**src/rtl/scan_sequencer.sv**
```systemverilog
// Scan sequencer for a 2-to-4 decoder: steps the select pair {a,b} through the
// enabled slots, holds each for dwell+1 cycles and blanks e for one cycle between slots.
module scan_sequencer #(
    parameter int DWELL_W = 8
) (
    input  logic               clk,
    input  logic               rst_n,
    input  logic               start,
    input  logic               stop,
    input  logic [DWELL_W-1:0] dwell,
    input  logic [3:0]         mask,
    output logic               a,
    output logic               b,
    output logic               e,
    output logic               busy,
    output logic               wrap
);

    typedef enum logic [1:0] {IDLE, SCAN, BLANK} state_t;

    state_t             state, state_n;
    logic [DWELL_W-1:0] cnt, cnt_n;
    logic [1:0]         idx, idx_n;
    logic [1:0]         low_idx, next_idx;
    logic               wrap_n;

    // The select outputs double as the current slot index.
    assign idx = {a, b};

    always_comb begin
        low_idx = 2'd0;
        for (int i = 3; i >= 0; i--)
            if (mask[i]) low_idx = 2'(i);
    end

    // Search upward from idx+1; step 4 lands back on idx (lone enabled slot).
    // Descending loop so the smallest step wins.
    always_comb begin
        next_idx = idx;
        for (int s = 4; s >= 1; s--)
            if (mask[idx + 2'(s)]) next_idx = idx + 2'(s);
    end

    always_comb begin
        state_n = state;
        cnt_n   = cnt;
        idx_n   = idx;
        wrap_n  = 1'b0;
        case (state)
            IDLE: begin
                idx_n = 2'd0;
                cnt_n = '0;
                if (start && !stop && (mask != 4'd0)) begin
                    state_n = SCAN;
                    idx_n   = low_idx;
                    cnt_n   = dwell;
                end
            end
            SCAN: begin
                if (stop) begin
                    state_n = IDLE;
                    idx_n   = 2'd0;
                    cnt_n   = '0;
                end else if (cnt == '0) begin
                    state_n = BLANK;
                end else begin
                    cnt_n = cnt - 1'b1;
                end
            end
            BLANK: begin
                if (stop || (mask == 4'd0)) begin
                    state_n = IDLE;
                    idx_n   = 2'd0;
                    cnt_n   = '0;
                end else begin
                    state_n = SCAN;
                    idx_n   = next_idx;
                    cnt_n   = dwell;
                    wrap_n  = (next_idx <= idx);
                end
            end
            default: begin
                state_n = IDLE;
                idx_n   = 2'd0;
                cnt_n   = '0;
            end
        endcase
    end

    // Outputs are registered from next-state so e and {a,b} switch on the same edge.
    always_ff @(posedge clk) begin
        if (!rst_n) begin
            state  <= IDLE;
            cnt    <= '0;
            a      <= 1'b0;
            b      <= 1'b0;
            e      <= 1'b0;
            busy   <= 1'b0;
            wrap   <= 1'b0;
        end else begin
            state  <= state_n;
            cnt    <= cnt_n;
            a      <= idx_n[1];
            b      <= idx_n[0];
            e      <= (state_n == SCAN);
            busy   <= (state_n != IDLE);
            wrap   <= wrap_n;
        end
    end

endmodule
```
**config.mk**
```make
export PLATFORM = sky130hd
export DESIGN_NAME = scan_sequencer
export DESIGN_NICKNAME = d
export VERILOG_FILES = /design/src/rtl/scan_sequencer.sv
export SDC_FILE = /design/constraint.sdc
export NUM_CORES = 1
export LEC_CHECK = 0
export ABC_AREA = 0
export CAP_MARGIN = 0
export CORE_UTILIZATION = 35
export CTS_BUF_LIST = sky130_fd_sc_hd__clkbuf_2 sky130_fd_sc_hd__clkbuf_4 sky130_fd_sc_hd__clkbuf_8
export CTS_CLUSTER_SIZE = 28
export DETAILED_ROUTE_END_ITERATION = 10
export SLEW_MARGIN = 25
export SYNTH_ARGS = -nofsm -noshare
export SYNTH_HDL_FRONTEND = slang
export SYNTH_SLANG_ARGS = --single-unit
```
**constraint.sdc**
```tcl
create_clock -name clk -period 1.7 [get_ports clk]
set_input_delay 0.17 -clock clk [delete_from_list [all_inputs] [get_ports clk]]
set_output_delay 0.17 -clock clk [all_outputs]
set_load 0.02 [all_outputs]
```
==> metrics.csv <==
metric;value;unit
status;complete, but fails checks;
Longest Clk Path Bufs;2;
share of layout cells above drive strength 1;27.3;%
GPL Wtd Cong;0.840;
Critical Path AT;2.00;ns
Seq. cell area;303;µm²
failing checks;negative setup slack;
Crit-path slowest cell;or3b_4;
Final Hold Vio Count;0;
Async SR Flop Fraction;0;%
Synth Flop Type;dfxtp_1;
Crit path largest cell delay;0.38;ns
hpwl dp;1.65;mm
post-detailed-route count of antenna-violating nets;0;
Routed WL;2.18;mm
Fin Hold WS;0.420;ns
CTS Buf Count;3;
Fillers;215;
Critical Path RT;1.93;ns
Die X;50.7;µm
Setup crit end kind;flop;
P_int;595;µW
Hold EP;cnt[5];
drt pass-1 iters;4;
Yosys reg bits;15;
sequential area share after synthesis;36.2;%
Top delay family on crit path;simple AND/OR/NAND/NOR gates;
Reg2Reg Depth;6;
Overall Global Routing Usage;20.2;%
worst path cell trace;inv_2 -> ha_4 -> or3b_4 -> or3_4 -> or3_1 -> a31oi_1;
Max Fclk;0.565;GHz
reg-to-reg startpoint;cnt[1];
H-Tree Depth;1;
P&R area growth vs syn;57.0;%
CTS tree;built;
Iteration-0 DRC Markers;12;
clk_skew;0.00356;ns
top fanout value on the critical path;4;
worst reg2reg setup slack;-0.07;ns
largest net degree at the start of global routing;12;
grt ovf;0;
Power per Cell Area;641;nW/µm²
Peak VDD IR;429;µV
area occupied by multi-input gates;557;µm²
hold buffer count at cts;0;
total die area;2570;µm²
Yosys warning total;0;
Post-Syn Area;830;µm²
Hold Path Depth;3;
Clk pwr share;25.5;%
# rows;17;
post-synth net total;115;
worst-margin pin slew;0.346;ns
launching element type of the critical path;flop;
diode count;0;
Die H;50.7;µm
maxcap violations;0;
DP Worst Slack;-0.143;ns
Avg Cell Area, Syn;8.64;µm²
IO Port Bufs;20;
CTS clock-pin slew for the worst setup and hold paths;0.10;ns
buffers plus inverters on the worst setup path;1;
min Tclk post-route;1.77;ns
vias;890;
Setup CP Type;flop to flop;
Vias/cell;5.33;
NumNets Final;159;
final worst setup slack;-0.0699;ns
unrepaired setup endpoints after global routing;yes;
CTS sink cnt;15;
worst-skew pair later-pin latency;0.29;ns
cell count after synthesis;96;
number of synthesized flops with an enable pin;0;
period utilization;104;%
Net Sw Frac;28.7;%
reg2reg end;cnt[6];
endpoints failing setup;2;
library cells used by synthesis;38;
DRC Markers;0;
Reg power frac;45.5;%
switching power;240;µW
combinational share of power;29.1;%
clock root buffer;clkbuf_4;
# IOs;21;
Hold Path Origin;dwell[5];
Final Slew Violations;0;
P_leak;0.496;nW
first-pass GRT wire length;3.83;mm
CORE AREA;2230;µm²
vias in the first global route;884;
wire length per cell;13.0;µm
Worst slew margin;76.6;%
Hold Path Class;input port to flop;
Starting Density;37.1;%
initial antenna violation count;0;
cells in the mapped netlist (all sizes together), types with 2 or more instances:
cell type  count  share of area, %
nand2b         3               2.3
ha             3               4.5
dfxtp         15                36
or4            2               1.8
or3            4               3.0
or3b           2               2.4
o21ai          4               2.4
o21a           2               1.8
nand2          6               2.7
a21oi          9               5.4
nor2b          2               1.5
o211ai         2               1.8
nor3           2               1.2
nor4           2               1.5
a31oi          2               1.5
a22oi          3               2.7
inv            4               1.8
o2bb2ai        3               3.2
nor2           8               3.6
what timing repair did:
| action | in CTS | in global routing |
|---|---|---|
| pin swaps | 2 | 2 |
| cloned | 0 | 0 |
| resized for setup | 12 | 4 |
| endpoints found under the setup margin | 11 | 9 |
| setup buffers | 3 | 0 |
worst max-delay path by stage:
| stage | startpoint | endpoint | slack [ns] | cells past startpoint |
|---|---|---|---|---|
| global placement | mask[2] | cnt[2] | -0.13 | 8 |
| finish | cnt[1] | cnt[6] | -0.07 | 6 |
| CTS | cnt[0] | cnt[6] | -0.07 | 6 |
| global route | cnt[0] | cnt[6] | -0.15 | 6 |
| floorplan | cnt[0] | cnt[6] | -0.08 | 6 |
| detailed placement | cnt[0] | cnt[6] | -0.14 | 6 |
cell usage in the layout (no fill, tap or decap), types with 2 or more instances in the layout:
master            n
a21oi_1           9
a22oi_1           3
a31oi_1           2
buf_4            19
buf_6             2
clkbuf_4          3
clkdlybuf4s50_1  20
dfxtp_1          13
dfxtp_2           2
ha_1              2
inv_1             2
inv_2             2
nand2_1           6
nand2b_1          3
nor2_1            8
nor2b_1           2
nor4_1            2
o211ai_1          2
o21a_1            2
o21ai_0           3
o2bb2ai_2         2
or3_1             3
or4_1             2
metrics by stage:
stage	power (mW)	TNS, ns	instance area (µm²)	std cells	utilization (%)
6_report	0.835	-0.0753	1300	167	58.3
3_5_place_dp	0.596	-1.42	1190	160	53.3
5_1_grt	0.879	-0.202	1300	167	58.3
3_3_place_gp	0.592	-1.36	1190	160	53.3
2_1_floorplan	0.484	-0.0830	830	96	-
4_1_cts	0.833	-0.0802	1280	167	57.5
cell families after synthesis:
group,Yosys count,share of synthesized area [%]
XOR/XNOR,2,2.11
flip-flops,15,36.2
AO/OA/AOI/OAI,33,29.4
buffers and inverters,6,2.86
AND/OR/NAND/NOR,37,24.9
adder cells (fa/ha/maj),3,4.53
power by group through the flow:
stage                     Clock, mW  Sequential, mW  Combinational, mW
after global placement            0           0.386              0.206
after global routing          0.230           0.382              0.267
after CTS                     0.218           0.379              0.235
final                         0.213           0.380              0.243
after detailed placement          0           0.386              0.209
after floorplan                   0           0.389             0.0955
layer usage:
metal,GRT usage (%),vias to the layer above,share of wire (%),wire length (µm)
met4,8.33,0,1.9,42
met2,33.8,17,48,1050
li1,-,451,-,-
met3,3.64,5,3.1,68
met1,25.3,417,47,1020
met5,0,-,0,0
cell type report:
type	count	share of cell area, %
Sequential cell	15	23.2
Tap cell	28	2.69
Clock buffer	3	1.73
Timing Repair Buffer	41	28.0
Clock inverter	1	0.384
Multi-Input combinational cell	75	42.7
Inverter	4	1.15
worst register-to-register path, delay by kind of cell, from the launching register on:
| kind | cells | cell delay (ns) |
|---|---|---|
| AO/OA/AOI/OAI | 1 | 0.13 |
| adder cells (fa/ha/maj) | 1 | 0.13 |
| buffers and inverters | 1 | 0.07 |
| flip-flops | 1 | 0.35 |
| AND/OR/NAND/NOR | 3 | 1.04 |
state kept, by name, indices dropped and copies added (netlist names):
name   count
b          1
e          1
cnt        8
state      2
busy       1
a          1
wrap       1
Power figures use the tool's default switching activity.
